`src/rtl/alu_cmd_ctrl.sv`:
```
// Command sequencer between the UART receiver/transmitter and the ALU stage.
// Optional frame/ALU timeout is enabled by defining ALU_CMD_TIMEOUT_EN.
module alu_cmd_ctrl #(
    parameter int DATA_WIDTH    = 8,
    parameter int OUT_WIDTH     = 2*DATA_WIDTH,
    parameter int FRAME_TIMEOUT = 1023
) (
    input  logic                  CLK,
    input  logic                  RST,
    input  logic [DATA_WIDTH-1:0] RX_P_DATA,
    input  logic                  RX_D_VLD,
    output logic [DATA_WIDTH-1:0] ALU_A,
    output logic [DATA_WIDTH-1:0] ALU_B,
    output logic [3:0]            ALU_FUN,
    output logic                  ALU_EN,
    input  logic [OUT_WIDTH-1:0]  ALU_OUT,
    input  logic                  ALU_OUT_VLD,
    output logic [DATA_WIDTH-1:0] TX_P_DATA,
    output logic                  TX_D_VLD,
    input  logic                  TX_BUSY,
    output logic                  BUSY,
    output logic                  FRAME_ERR
);

    localparam logic [DATA_WIDTH-1:0] CMD_FULL  = DATA_WIDTH'(8'hCC);
    localparam logic [DATA_WIDTH-1:0] CMD_REUSE = DATA_WIDTH'(8'hDD);

    // The result is always returned as exactly two bytes.
    if (OUT_WIDTH != 2*DATA_WIDTH) begin : g_bad_out_width
        $error("alu_cmd_ctrl: OUT_WIDTH must equal 2*DATA_WIDTH");
    end
    if (FRAME_TIMEOUT < 1) begin : g_bad_timeout
        $error("alu_cmd_ctrl: FRAME_TIMEOUT must be at least 1");
    end

    typedef enum logic [2:0] {
        IDLE, GET_A, GET_B, GET_FUN, ALU_REQ, ALU_WAIT, TX_LO, TX_HI
    } state_t;

    state_t                  state_q, state_d;
    logic [DATA_WIDTH-1:0]   alu_a_q, alu_a_d;
    logic [DATA_WIDTH-1:0]   alu_b_q, alu_b_d;
    logic [3:0]              alu_fun_q, alu_fun_d;
    logic [OUT_WIDTH-1:0]    res_q, res_d;
    logic                    frame_err_q, frame_err_d;

`ifdef ALU_CMD_TIMEOUT_EN
    localparam int CNT_W = $clog2(FRAME_TIMEOUT + 1);
    logic [CNT_W-1:0] cnt_q, cnt_d;
    logic             timeout_hit;
    logic             cnt_active;

    assign timeout_hit = (cnt_q == CNT_W'(FRAME_TIMEOUT - 1));
    assign cnt_active  = (state_q == GET_A) || (state_q == GET_B) ||
                         (state_q == GET_FUN) || (state_q == ALU_WAIT);

    // Restart on any received byte and on every state change, so each waiting
    // state is timed from its own entry.
    always_comb begin
        cnt_d = cnt_q + CNT_W'(1);
        if (RX_D_VLD || (state_d != state_q) || !cnt_active) begin
            cnt_d = '0;
        end
    end

    always_ff @(posedge CLK) begin
        if (RST) begin
            cnt_q <= '0;
        end else begin
            cnt_q <= cnt_d;
        end
    end
`endif

    always_comb begin
        state_d     = state_q;
        alu_a_d     = alu_a_q;
        alu_b_d     = alu_b_q;
        alu_fun_d   = alu_fun_q;
        res_d       = res_q;
        frame_err_d = 1'b0;
        ALU_EN      = 1'b0;
        TX_D_VLD    = 1'b0;
        TX_P_DATA   = '0;

        case (state_q)
            IDLE: begin
                if (RX_D_VLD) begin
                    if (RX_P_DATA == CMD_FULL) begin
                        state_d = GET_A;
                    end else if (RX_P_DATA == CMD_REUSE) begin
                        state_d = GET_FUN;
                    end else begin
                        frame_err_d = 1'b1;
                    end
                end
            end
            GET_A: begin
                if (RX_D_VLD) begin
                    alu_a_d = RX_P_DATA;
                    state_d = GET_B;
                end
`ifdef ALU_CMD_TIMEOUT_EN
                else if (timeout_hit) begin
                    frame_err_d = 1'b1;
                    state_d     = IDLE;
                end
`endif
            end
            GET_B: begin
                if (RX_D_VLD) begin
                    alu_b_d = RX_P_DATA;
                    state_d = GET_FUN;
                end
`ifdef ALU_CMD_TIMEOUT_EN
                else if (timeout_hit) begin
                    frame_err_d = 1'b1;
                    state_d     = IDLE;
                end
`endif
            end
            GET_FUN: begin
                if (RX_D_VLD) begin
                    alu_fun_d = RX_P_DATA[3:0];
                    state_d   = ALU_REQ;
                end
`ifdef ALU_CMD_TIMEOUT_EN
                else if (timeout_hit) begin
                    frame_err_d = 1'b1;
                    state_d     = IDLE;
                end
`endif
            end
            ALU_REQ: begin
                ALU_EN      = 1'b1;
                frame_err_d = RX_D_VLD;
                state_d     = ALU_WAIT;
            end
            ALU_WAIT: begin
                frame_err_d = RX_D_VLD;
                if (ALU_OUT_VLD) begin
                    res_d   = ALU_OUT;
                    state_d = TX_LO;
                end
`ifdef ALU_CMD_TIMEOUT_EN
                else if (timeout_hit) begin
                    frame_err_d = 1'b1;
                    state_d     = IDLE;
                end
`endif
            end
            TX_LO: begin
                TX_D_VLD    = 1'b1;
                TX_P_DATA   = res_q[DATA_WIDTH-1:0];
                frame_err_d = RX_D_VLD;
                if (!TX_BUSY) begin
                    state_d = TX_HI;
                end
            end
            TX_HI: begin
                TX_D_VLD    = 1'b1;
                TX_P_DATA   = res_q[2*DATA_WIDTH-1:DATA_WIDTH];
                frame_err_d = RX_D_VLD;
                if (!TX_BUSY) begin
                    state_d = IDLE;
                end
            end
            default: begin
                state_d = IDLE;
            end
        endcase
    end

    always_ff @(posedge CLK) begin
        if (RST) begin
            state_q     <= IDLE;
            alu_a_q     <= '0;
            alu_b_q     <= '0;
            alu_fun_q   <= '0;
            res_q       <= '0;
            frame_err_q <= 1'b0;
        end else begin
            state_q     <= state_d;
            alu_a_q     <= alu_a_d;
            alu_b_q     <= alu_b_d;
            alu_fun_q   <= alu_fun_d;
            res_q       <= res_d;
            frame_err_q <= frame_err_d;
        end
    end

    assign ALU_A     = alu_a_q;
    assign ALU_B     = alu_b_q;
    assign ALU_FUN   = alu_fun_q;
    assign BUSY      = (state_q != IDLE);
    assign FRAME_ERR = frame_err_q;

endmodule
```
`config.mk`:
```
export PLATFORM = sky130hd
export DESIGN_NAME = alu_cmd_ctrl
export DESIGN_NICKNAME = d
export VERILOG_FILES = /design/src/rtl/alu_cmd_ctrl.sv
export SDC_FILE = /design/constraint.sdc
export NUM_CORES = 1
export LEC_CHECK = 0
export BUFFER_PORTS_ARGS = -buffer_cell sky130_fd_sc_hd__buf_2
export CORE_MARGIN = 2
export CORE_UTILIZATION = 34
export DETAILED_ROUTE_END_ITERATION = 8
export PLACE_DENSITY = 0.7
export SLEW_MARGIN = 5
export SYNTH_ARGS = -nofsm -noshare
export SYNTH_HDL_FRONTEND = slang
export SYNTH_SLANG_ARGS = --single-unit
export TNS_END_PERCENT = 20
```
`constraint.sdc`:
```
create_clock -name CLK -period 1.86 [get_ports CLK]
set_clock_uncertainty 0.05 [all_clocks]
set_input_delay 0.372 -clock CLK [delete_from_list [all_inputs] [get_ports CLK]]
set_output_delay 0.372 -clock CLK [all_outputs]
set_load 0.01 [all_outputs]
```
# == Word level (Yosys, flattened, before mapping) ==
# Index checks and enable logic that the tools add are counted.
# totals
elab_cells,49
input_bits,29
register_bits,40
output_inout_bits,32
# classes
muxes,17
reduce_logical,9
eq_ne,17
# op_table
operator,count
3-bit 2-to-1 mux,9
3-bit case mux with 8 select lines,1
"8-bit equality test, second input constant",2
8-bit case mux with 2 select lines,1
"2-bit != test, second input constant",7
"3-bit equality test, second input constant",4
2-bit AND reduction,4
8-bit AND reduction,1
"3-bit by 2-bit equality test with 1-bit output, second input constant",2
1-bit 2-to-1 mux,5
4-bit OR reduction,1
"3-bit by 1-bit equality test with 1-bit output, second input constant",1
3-bit logical NOT,1
"3-bit != test, second input constant",1
3-bit nonzero test,1
1-bit case mux with 2 select lines,1
2-bit OR reduction,1

# == Logic depth before layout (Yosys ltp) ==
# logic_depth
word_depth,5
mapped_depth,7
mapped_depth_nobuf,4

# == Worst setup path after synthesis ==
# OpenSTA, ideal clock, no wires.
# synth_timing
kind,register to register
startpoint,reg state_q[2]
endpoint,reg state_q[1]
path_slack_ns,0.386
setup_time_ns,0.103
t_required_ns,1.707
t_arrival_ns,1.320
stages_incl_launch_ff,6
n_path_buf,1
period_less_slack_ns,1.474
path_cell_list,dfxtp_1 > buf_6 > or3_4 > a31oi_1 > a21oi_1 > a2111oi_2
# synth_via
elab_chain_cells,3
elab_cells_between_ends,18
cone_classes,eq/ne: 15; mux: 1; reduce/logical: 2
# synth_lines
item,line_no,text
"start, declared",40,"state_t state_q, state_d;"
"start signal, assigned",183,state_q <= state_d;
"3-bit equality test, or another cell as far along",86,case (state_q)
2-bit != test (no source line) / 3-bit != test (equally long branches),--,
8-bit AND reduction (no source line),--,
# Parallel ways exist; a longest one is shown, timed or not.
# A chain may end at the register's enable or synchronous reset.

# == Worst setup path after layout ==
# layout_timing
startpoint,reg state_q[0]
endpoint,out TX_P_DATA[3]
# layout_via
elab_chain_cells,2
elab_cells_between_ends,3
cone_classes,eq/ne: 2; mux: 1
# layout_lines
item,line_no,text
3-bit equality test,86,
8-bit case mux with 2 select lines *,86,
"end, declared",18,"output logic [DATA_WIDTH-1:0] TX_P_DATA,"
# Every way passes the cells marked *; elsewhere a longest branch is shown, timed or not.

==> key figures <==
Critical path
  • CP Data Required Time: 1.44 ns
  • WS Path Type: reg -> out
  • WP data arrival: 1.30 ns
  • Startpoint types: flip-flop
  • Crit path max fanout: 10
  • Crit end category: output port

Route
  • Vias per inst: 4.56
  • Routed WL per cell: 11.7 µm
  • Final ANT Viol Nets: 0
  • Vias: 1500
  • DRT Pass-1 Iters: 4
  • Final WL: 3850 µm
  • DRC: 0
  • Drt first-iter violations: 56

STA
  • Final period util: 0.928
  • RSZ-0062 raised after global routing: no
  • Fin crit period: 1.73 ns
  • Setup tns final: 0 ns
  • Count of final hold-check violations: 0
  • Fmax: 579 MHz
  • Final setup violation count: 0
  • Worst-Margin Slew: 0.583 ns
  • WHS: 0.257 ns
  • Max Slew Vio Count: 0
  • Relative slew slack: 0.611

Floorplanning
  • CORE AREA: 0.00472 mm²
  • Number of cell rows: 25
  • Initial core utilization: 0.352
  • Boundary pin count: 61
  • Die width: 73.9 µm
  • Die area: 0.00546 mm²
  • Die height: 73.9 µm

Clocking
  • Clock root buffer: clkbuf_8
  • H-tree depth: 2
  • Worst skew pair latency: 0.30 ns
  • Max clock buf depth: 2
  • CTS tree: built
  • Clk sink count: 40
  • CTS clk-pin slew, worst paths: 0.08 ns
  • TritonCTS Buffers: 5
  • # Post-CTS Setup Buffers: 0

Global routing
  • Initial antenna violation count: 0
  • Overflow after GRT: 0
  • Largest net degree at the start of global routing: 32
  • Global Route Usage Sum: 0.144
  • First-pass GRT wire length: 5940 µm
  • Via count of the first global-routing pass: 1300

Cells and area
  • Diodes inserted: 0
  • Area growth syn-to-layout: 28.9%
  • Share of layout cells above drive strength 1: 0.305
  • # fillers: 466
  • NumNets Final: 290

Job
  • Max_cap viols: 0

Synth
  • Register area share after synthesis: 0.482
  • Synth cell types: 26
  • Synth warn: 0
  • Top cell type's share of synthesized area: 0.482
  • Most common cell in the synthesized netlist: nand2_1
  • Yosys top cell by area: dfxtp_1
  • Syn Nets: 230
  • Async S/R FF share, synth: 0
  • Top cells by count, synth: nand2_1, dfxtp_1, a21oi_1, nor2_1, mux2i_1
  • Number of cells produced by synthesis: 201
  • Synth area leaders: dfxtp_1, mux2i_1, nand2_1, a21oi_1, nor2_1
  • Synthesized area: 0.00166 mm²
  • Ys flop type: dfxtp_1
  • Syn avg cell area: 8.26 µm²
  • Flip-flop and latch count after synthesis: 40
  • Number of synthesized flops with an enable pin: 0

Power and ir drop
  • Worst VDD drop: 0.000421 V
  • Pwr dens: 767 mW/mm²
  • Leak pwr: 0.000895 µW

Placed design
  • Port bufs: 60
  • Detail Placement HPWL: 2800 µm
  • Routability congestion estimate: 0.717

Min path
  • Hold crit path type: in -> reg

Status
  • Outcome: finished clean
-- state kept, by name, summed over array words and instances (netlist names) --
| signal | count |
|---|---|
| ALU_A | 8 |
| res_q | 16 |
| ALU_B | 8 |
| ALU_FUN | 4 |
| state_q | 3 |
| FRAME_ERR | 1 |
-- power by group --
| part | leakage, µW | internal (µW) | switching, µW |
|---|---|---|---|
| sequential | 0.000323 | 858 | 1.50 |
| combinational | 0.000517 | 34.4 | 41.3 |
| clock | 0.0000541 | 397 | 311 |
| total | 0.000895 | 1290 | 354 |
-- timing repair --
action | CTS | global route
endpoints found under the setup margin | 8 | 9
resized for setup | 1 | 3
hold buffers | 0 | 0
-- cells in the final DEF, fill, tap and decap left out, types with 2 or more instances in the layout --
cell       n
nor2b_1    3
nand2_1   52
buf_4      5
nand3_1    2
buf_2     60
dfxtp_2    2
mux2i_1   20
a31oi_1    3
clkbuf_8   5
a21oi_1   27
nor2_1    24
dfxtp_1   38
nor3b_1    2
inv_1      3
-- worst max-delay path, stage by stage, from the launching register on --
cell     delay, ns
dfxtp_2       0.42
buf_6         0.19
mux2i_1       0.21
nor2_1        0.05
buf_2         0.14
-- worst paths after layout --
check / from / cells after the start / slack (ns) / endpoint
hold reg to reg: ALU_A[0] / 2 / 0.40 / ALU_A[0]
setup reg to reg: state_q[1] / 5 / 0.33 / ALU_B[7]
setup / recovery: state_q[0] / 4 / 0.13 / TX_P_DATA[3]
hold / removal: ALU_OUT[4] / 3 / 0.26 / res_q[4]
-- metrics by stage --
stage | cells | utilization | instance area, µm² | power, µW | worst slack (ns)
5_1_grt | 329 | 0.453 | 2140 | 1700 | 0.0123
3_5_place_dp | 321 | 0.428 | 2020 | 955 | 0.301
3_3_place_gp | 321 | 0.428 | 2020 | 955 | 0.314
2_1_floorplan | 201 | - | 1660 | 907 | 0.386
4_1_cts | 329 | 0.452 | 2130 | 1660 | 0.00279
6_report | 329 | 0.453 | 2140 | 1640 | 0.134
-- routing by layer --
layer,GRT usage,vias to the layer above,wire length (µm)
met4,0.0545,0,56
li1,-,780,-
met5,0,-,0
met3,0.0535,5,285
met2,0.226,51,1730
met1,0.178,664,1780
-- cell type report --
type / count / area (µm²) / share of cell area
inverters: 3 / 11.3 / 0.00526
clock inverters: 3 / 42.5 / 0.0199
repair buffers: 66 / 349 / 0.163
well taps: 67 / 83.8 / 0.0392
flip-flops and latches: 40 / 803 / 0.375
multi-input cells: 145 / 782 / 0.365
clock buffers: 5 / 68.8 / 0.0321
-- cells by family (layout without fill, tap and decap cells) --
kind of cell              count (synthesis)  in the layout  share of synthesized area
AOI/OAI and AO/OA                        33             33                      0.110
xor gates and xnor gates                  1              1                    0.00528
buffers and inverters                    16             77                     0.0482
DFF                                      40             40                      0.482
muxes                                    20             20                      0.121
and+or+nand+nor                          91             91                      0.234
No activity file was read; power rests on OpenSTA's default activity.
